**src/rtl/mips_multicycle_ctrl.sv**
```systemverilog
// Multi-cycle MIPS control FSM with a MemReady wait/timeout handshake and a sticky fault halt.
// Optional ADDI support is compiled in when MIPS_CTRL_ADDI_EN is defined.
module mips_multicycle_ctrl #(
    parameter int MAX_WAIT = 15,
    parameter int CNT_W    = 4
) (
    input  logic       Clk,
    input  logic       Rst_n,
    input  logic [5:0] Opcode,
    input  logic       MemReady,
    output logic       PCWrite,
    output logic       PCWriteCond,
    output logic       IorD,
    output logic       MemRead,
    output logic       MemWrite,
    output logic       IRWrite,
    output logic       MemtoReg,
    output logic       RegDst,
    output logic       RegWrite,
    output logic       ALUSrcA,
    output logic [1:0] ALUSrcB,
    output logic [1:0] ALUOp,
    output logic [1:0] PCSource,
    output logic [3:0] State,
    output logic [1:0] Fault
);

    typedef enum logic [3:0] {
        S_FETCH  = 4'd0,
        S_DECODE = 4'd1,
        S_MADDR  = 4'd2,
        S_MRD    = 4'd3,
        S_MWB    = 4'd4,
        S_MWR    = 4'd5,
        S_REXE   = 4'd6,
        S_RWB    = 4'd7,
        S_BEQ    = 4'd8,
        S_JMP    = 4'd9,
        S_IEXE   = 4'd10,
        S_IWB    = 4'd11,
        S_FAULT  = 4'd15
    } state_t;

    localparam logic [5:0] OP_R   = 6'h00;
    localparam logic [5:0] OP_LW  = 6'h23;
    localparam logic [5:0] OP_SW  = 6'h2B;
    localparam logic [5:0] OP_BEQ = 6'h04;
    localparam logic [5:0] OP_J   = 6'h02;
`ifdef MIPS_CTRL_ADDI_EN
    localparam logic [5:0] OP_ADDI = 6'h08;
`endif

    localparam logic [1:0] FAULT_ILLEGAL = 2'b01;
    localparam logic [1:0] FAULT_TIMEOUT = 2'b10;

    state_t           state, next_state;
    logic [CNT_W-1:0] wait_cnt, next_wait_cnt;
    logic [1:0]       fault_code, next_fault_code;
    logic             mem_state;
    logic             timeout;

    // Only the three memory-access states wait on MemReady; everywhere else it is ignored.
    assign mem_state = (state == S_FETCH) || (state == S_MRD) || (state == S_MWR);
    assign timeout   = mem_state && !MemReady && (wait_cnt == CNT_W'(MAX_WAIT));

    always_ff @(posedge Clk) begin
        if (!Rst_n) begin
            state      <= S_FETCH;
            wait_cnt   <= '0;
            fault_code <= '0;
        end else begin
            state      <= next_state;
            wait_cnt   <= next_wait_cnt;
            fault_code <= next_fault_code;
        end
    end

    always_comb begin
        next_state      = state;
        next_fault_code = fault_code;
        next_wait_cnt   = '0;
        if (mem_state && !MemReady && !timeout) begin
            next_wait_cnt = wait_cnt + CNT_W'(1);
        end
        if (timeout) begin
            next_state      = S_FAULT;
            next_fault_code = FAULT_TIMEOUT;
        end else begin
            case (state)
                S_FETCH:  if (MemReady) next_state = S_DECODE;
                S_DECODE: begin
                    case (Opcode)
                        OP_R:         next_state = S_REXE;
                        OP_LW, OP_SW: next_state = S_MADDR;
                        OP_BEQ:       next_state = S_BEQ;
                        OP_J:         next_state = S_JMP;
`ifdef MIPS_CTRL_ADDI_EN
                        OP_ADDI:      next_state = S_IEXE;
`endif
                        default: begin
                            next_state      = S_FAULT;
                            next_fault_code = FAULT_ILLEGAL;
                        end
                    endcase
                end
                S_MADDR:  next_state = (Opcode == OP_SW) ? S_MWR : S_MRD;
                S_MRD:    if (MemReady) next_state = S_MWB;
                S_MWB:    next_state = S_FETCH;
                S_MWR:    if (MemReady) next_state = S_FETCH;
                S_REXE:   next_state = S_RWB;
                S_RWB:    next_state = S_FETCH;
                S_BEQ:    next_state = S_FETCH;
                S_JMP:    next_state = S_FETCH;
`ifdef MIPS_CTRL_ADDI_EN
                S_IEXE:   next_state = S_IWB;
                S_IWB:    next_state = S_FETCH;
`endif
                S_FAULT:  next_state = S_FAULT;
                default: begin
                    next_state      = S_FAULT;
                    next_fault_code = FAULT_ILLEGAL;
                end
            endcase
        end
    end

    // Holding Rst_n low silences every enable immediately, so a reset mid-access never completes a write.
    always_comb begin
        PCWrite     = 1'b0;
        PCWriteCond = 1'b0;
        IorD        = 1'b0;
        MemRead     = 1'b0;
        MemWrite    = 1'b0;
        IRWrite     = 1'b0;
        MemtoReg    = 1'b0;
        RegDst      = 1'b0;
        RegWrite    = 1'b0;
        ALUSrcA     = 1'b0;
        ALUSrcB     = 2'b00;
        ALUOp       = 2'b00;
        PCSource    = 2'b00;
        if (Rst_n) begin
            case (state)
                S_FETCH: begin
                    MemRead = 1'b1;
                    ALUSrcB = 2'b01;
                    PCWrite = MemReady;
                    IRWrite = MemReady;
                end
                S_DECODE: ALUSrcB = 2'b11;
                S_MADDR: begin
                    ALUSrcA = 1'b1;
                    ALUSrcB = 2'b10;
                end
                S_MRD: begin
                    MemRead = 1'b1;
                    IorD    = 1'b1;
                end
                S_MWB: begin
                    RegWrite = 1'b1;
                    MemtoReg = 1'b1;
                end
                S_MWR: begin
                    MemWrite = 1'b1;
                    IorD     = 1'b1;
                end
                S_REXE: begin
                    ALUSrcA = 1'b1;
                    ALUOp   = 2'b10;
                end
                S_RWB: begin
                    RegWrite = 1'b1;
                    RegDst   = 1'b1;
                end
                S_BEQ: begin
                    ALUSrcA     = 1'b1;
                    ALUOp       = 2'b01;
                    PCWriteCond = 1'b1;
                    PCSource    = 2'b01;
                end
                S_JMP: begin
                    PCWrite  = 1'b1;
                    PCSource = 2'b10;
                end
`ifdef MIPS_CTRL_ADDI_EN
                S_IEXE: begin
                    ALUSrcA = 1'b1;
                    ALUSrcB = 2'b10;
                end
                S_IWB: RegWrite = 1'b1;
`endif
                default: ;
            endcase
        end
    end

    assign State = state;
    assign Fault = Rst_n ? fault_code : 2'b00;

endmodule

```
**config.mk**
```make
export PLATFORM = sky130hd
export DESIGN_NAME = mips_multicycle_ctrl
export DESIGN_NICKNAME = d
export VERILOG_FILES = /design/src/rtl/mips_multicycle_ctrl.sv
export SDC_FILE = /design/constraint.sdc
export NUM_CORES = 1
export LEC_CHECK = 0
export CAP_MARGIN = 20
export CORE_MARGIN = 3
export CORE_UTILIZATION = 44
export CTS_CLUSTER_DIAMETER = 40
export DETAILED_ROUTE_END_ITERATION = 8
export PLACE_DENSITY = 0.79
export SYNTH_ARGS = -nofsm -noshare
export SYNTH_HDL_FRONTEND = slang
export SYNTH_SLANG_ARGS = --single-unit
```
**constraint.sdc**
```tcl
create_clock -name Clk -period 2.2 [get_ports Clk]
set_clock_uncertainty 0.2 [all_clocks]
set_input_delay 0.44 -clock Clk [delete_from_list [all_inputs] [get_ports Clk]]
set_output_delay 0.44 -clock Clk [all_outputs]
set_load 0.1 [all_outputs]
```
; ---- After elaboration in Yosys (flattened, before gate mapping)
; Cells that the tools add are included.
[totals]
input_bits = 9
ram_bits = 0
word_cells = 87
latchBits = 0
memories = 0
reg_bits = 10
mem_bits_ro = 0
out_inout_bits = 22
[op_classes]
eq_ne = 21
n_reduce_logical = 22
magnitude_cmp = 0
n_bitwise = 2
div = 0
mul = 0
shifts = 0
add_sub_neg = 1
n_mux = 37
[ops]
columns = operator, n
row1 = case mux 4 bit (7 select lines), 1
row2 = two-way mux 1 bit, 19
row3 = "equality test 4 x 3 -> 1 bit, second input constant", 4
row4 = "equality test 4 bit, second input constant", 4
row5 = two-way mux 4 bit, 4
row6 = case mux 4 bit (4 select lines), 1
row7 = "equality test 6 bit, second input constant", 2
row8 = two-way mux 2 bit, 6
row9 = "!= test 3 bit, second input constant", 4
row10 = case mux 2 bit (2 select lines), 3
row11 = OR reduction 10 bit, 1
row12 = OR reduction 2 bit, 5
row13 = "equality test 4 x 2 -> 1 bit, second input constant", 2
row14 = "equality test 6 x 2 -> 1 bit, second input constant", 1
row15 = "equality test 6 x 3 -> 1 bit, second input constant", 1
row16 = zero test 6 bit, 1
row17 = case mux 2 bit (3 select lines), 1
row18 = AND reduction 2 bit, 3
row19 = OR reduction 5 bit, 1
row20 = "adder 4 x 1 -> 4 bit, second input constant", 1
row21 = "equality test 4 x 1 -> 1 bit, second input constant", 1
row22 = zero test 4 bit, 1
row23 = OR reduction 4 bit, 1
row24 = logical AND 1 bit, 3
row25 = other kinds (9), 12

; ---- Depth between registers and ports, before layout
[depth]
ltp_word = 8
ltp_mapped = 6
mapped_depth_nobuf = 4

; ---- Least setup slack after synthesis
; No wires, ideal clock.
[synth_timing]
path_type = reg-to-output
start = register state[1], in the netlist State[1]
end = output port ALUSrcA
n_path_buf = 2
arrival_time_ps = 3666
path_slack_ps = -2106
path_stages_with_launch = 5
cell_sequence = dfxtp_1 buf_6 buf_2 mux2i_1 nor3b_1
[synth_via]
elab_chain_len = 4
word_cells_on_any_way = 6
[synth_rtl]
columns = item, line
row1 = from (decl), 56  ; state_t state, next_state;
row2 = from (signal assigned), 72  ; state <= next_state;
row3 = equality test 4 bit (tied with other cells), 143  ; case (state)
row4 = OR reduction 3 bit (no line) *, -
row5 = two-way mux 1 bit *, 143
row6 = two-way mux 1 bit *, 142  ; if (Rst_n) begin
row7 = to (decl), 20  ; output logic ALUSrcA,
; Every way passes the cells marked *; elsewhere a longest branch is shown, timed or not.

; ---- Worst setup path after layout
[layout_timing]
start = input port Opcode[3]
end = register state[2], in the netlist State[2]
[layout_via]
elab_chain_len = 5
word_cells_on_any_way = 10
[layout_rtl]
columns = item, line
row1 = from (decl), 9  ; input logic [5:0] Opcode,
row2 = "equality test 6 bit, on equally long branches", "92, 106"
row3 = OR reduction 2 bit, 92  ; case (Opcode)
row4 = case mux 4 bit (4 select lines), 92
row5 = case mux 4 bit (7 select lines) *, 89  ; case (state)
row6 = two-way mux 4 bit *, 85  ; if (timeout) begin
; Marks and branches as above.
; A chain may end at the register's enable or synchronous reset.

==> results.toml <==
[route]
vias = 1089
wl_per_cell_um = 23.6
drc = 0
first_pass_iters = 4
antenna_left = 0
first_iter_violations = 89
routed_wl_um = 4040
vias_per_cell = 6.37

[synthesis]
synth_edf_count = 0
netlist_area_um2 = 848
syn_inst = 108
syn_area_per_cell_um2 = 7.85
syn_nets = 118
ys_ff_latch = 10
yosys.cell_count.top_type = "nor2_1"
synthArstFlopShare_pct = 0
yosys-top-cells-count = "nor2_1 (17), dfxtp_1 (10), nand2_1 (8)"
yosys-top-cells-area = "dfxtp_1 (24%), nor2_1 (7.5%), nand3_1 (4.1%)"
post-synth-top-area-cell = "dfxtp_1"
synthDistinctLibCells = 46
yosys_warnings = 0
synth-main-ff-cell = "dfxtp_1"
seq_area_frac_synth_pct = 23.6
synth.top_cell.area_share_pct = 23.6

[timing]
fmax_mhz = 455
finalMaxSlewViolations = 0
final.min_clock_period_ns = 2.20
timing.hold.ws_ns = 0.263
tightest_slew_ns = 0.405
fin_crit_sh_pct = 100
finalHoldViolCount = 0
fin_tns_setup_ns = 0
setup_viol_count_final = 0
slew_headroom_pct = 72.8

[place]
dp_hpwl_um = 2220
dp_cells = 165
io_buffers = 30
routabilityCongestion = 0.833

[finish]
antenna_cells = 0
stdcell_count = 171
drive_gt1_share_pct = 50.7
synthToLayoutAreaGrowth_pct = 94.4
fin_nets = 157

[critical_path]
critical_path.endpoint_type = "flop"
crit_path_max_fanout = 3
worst-path-buf-inv = 3
worst_ep_arrival_time_ns = 2.25
max_stage_delay_ns = 0.43
crit_type = "input pin to flop"
crit_path_start_kind = "input pin"
worstSetupPathDepth = 7
worst_ep_required_time_ns = 2.25
critPathTopFamily = "buffers and inverters"
cpMostUsedCell = "buf_4"
worstRegToRegCells = 5
cp_slowest_cell = "clkdlybuf4s50_1"
path_cells = "clkdlybuf4s50_1 -> buf_4 -> nor3_1 -> buf_4 -> nand3_1 -> a311oi_2 -> o311a_1"

[clock_network]
clkTransAtPathRegs_ns = 0.10
numCtsBuffers = 3
numClockSinks = 10
htreeDepth = 1
clkLatencyLatePin_ns = 0.31
cts_tree = "done"
clockBufferDepth = 2
clock-root-buffer = "clkbuf_4"

[floorplanning]
die_w_um = 49.9
coreArea_um2 = 1760
dieArea_um2 = 2490
rows = 15
start_util_pct = 48.1
pin_count = 31
die_y_um = 49.9

[global_route]
grt_pass1_wl_um = 6180
gr-total-overflow = 0
grt_pass1_vias = 1167
grt_max_degree = 21
grt_antenna_before_repair = 0
grt_usage_pct = 33.8

[min_path]
holdCritPathClass = "flop to flop"
hold_depth = 1

[status]
status = "complete, no violations"

[power_and_ir_drop]
ir_drop_uv = 1150
p_per_area_nw_per_um2 = 1640
power_uw = 2710
leakage_uw = 0.000662

[run]
maxCapViolCount = 0
worst paths after layout:
| kind | start | to | slack, ns |
|---|---|---|---|
| setup reg to reg | State[0] | wait_cnt[1] | 0.18 |
| hold / removal | wait_cnt[0] | wait_cnt[0] | 0.26 |
| setup / recovery | Opcode[3] | State[2] | 0.0002 |
| hold reg to reg | wait_cnt[0] | wait_cnt[0] | 0.26 |
power by group:
part | leakage (uW) | total [uW] | switching, uW | internal (uW)
combinational | 0.000563 | 2080 | 1310 | 769
clock | 0.0000150 | 154 | 83.3 | 70.5
sequential | 0.0000843 | 476 | 224 | 252
total | 0.000662 | 2710 | 1610 | 1090
worst register-to-register path, delay by kind of cell (launching register included):
kind | cells | cell delay (ns)
compound gates | 1 | 0.43
buf+inv | 1 | 0.20
flops | 1 | 0.52
simple gates | 3 | 0.57
kinds of logic (layout without fill, tap and decap cells):
group / after synthesis / count (layout) / synth area share, %
AO/OA/AOI/OAI: 22 / 22 / 23.7
flip-flops: 10 / 10 / 23.6
adder cells (fa/ha/maj): 1 / 1 / 1.47
multiplexers: 1 / 1 / 1.18
AND/OR/NAND/NOR: 60 / 60 / 38.5
buffers and inverters: 9 / 47 / 6.34
XOR/XNOR: 5 / 5 / 5.16
layout make-up:
cell class	instances	area [um2]
fillers	61	115
well taps	25	31.3
repair buffers	41	617
clock buffers	4	26.3
multi-input cells	89	752
inverters	2	7.51
flip-flops and latches	10	215
sequential cells by signal, summed over array words and instances (netlist names):
signal	flops
fault_code	2
wait_cnt	4
State	4
layout by cell type, fill, tap and decap left out, types with 3 or more instances in the layout:
cell / netlist / final
nor2_4: 1 / 11
nand2_1: 8 / 4
o21ai_0: 3 / 3
dfxtp_4: 0 / 4
buf_4: 1 / 9
nand4_1: 3 / 3
dfxtp_1: 10 / 6
nand3_1: 7 / 6
clkbuf_4: 0 / 3
clkdlybuf4s50_1: 0 / 6
nor2_1: 17 / 6
buf_12: 0 / 23
xor2_1: 4 / 4
what timing repair did:
item                                    4_1_cts  5_1_grt
buffers inserted                              1        1
hold buffers                                  0        0
endpoints found under the setup margin       13        6
gates resized for setup                       9        1
pin swaps                                     2        0
stage by stage:
step / utilization [%] / worst slack (ns) / instance area (um2)
detailed placement: 88.7 / -0.262 / 1570
global placement: 88.7 / -0.136 / 1570
CTS: 92.7 / 0.0199 / 1640
floorplan: - / -0.233 / 1040
global route: 93.5 / -0.0867 / 1650
finish: 93.5 / 0.000236 / 1650
per-layer routing:
layer | GRT usage, % | vias to the layer above | part of all wire (%)
met3 | 7.85 | 29 | 7.1
met4 | 24.0 | 0 | 6.7
li1 | - | 477 | -
met2 | 57.7 | 76 | 51
met5 | 0 | - | 0
met1 | 36.0 | 507 | 35
Power figures use the tool's default switching activity.
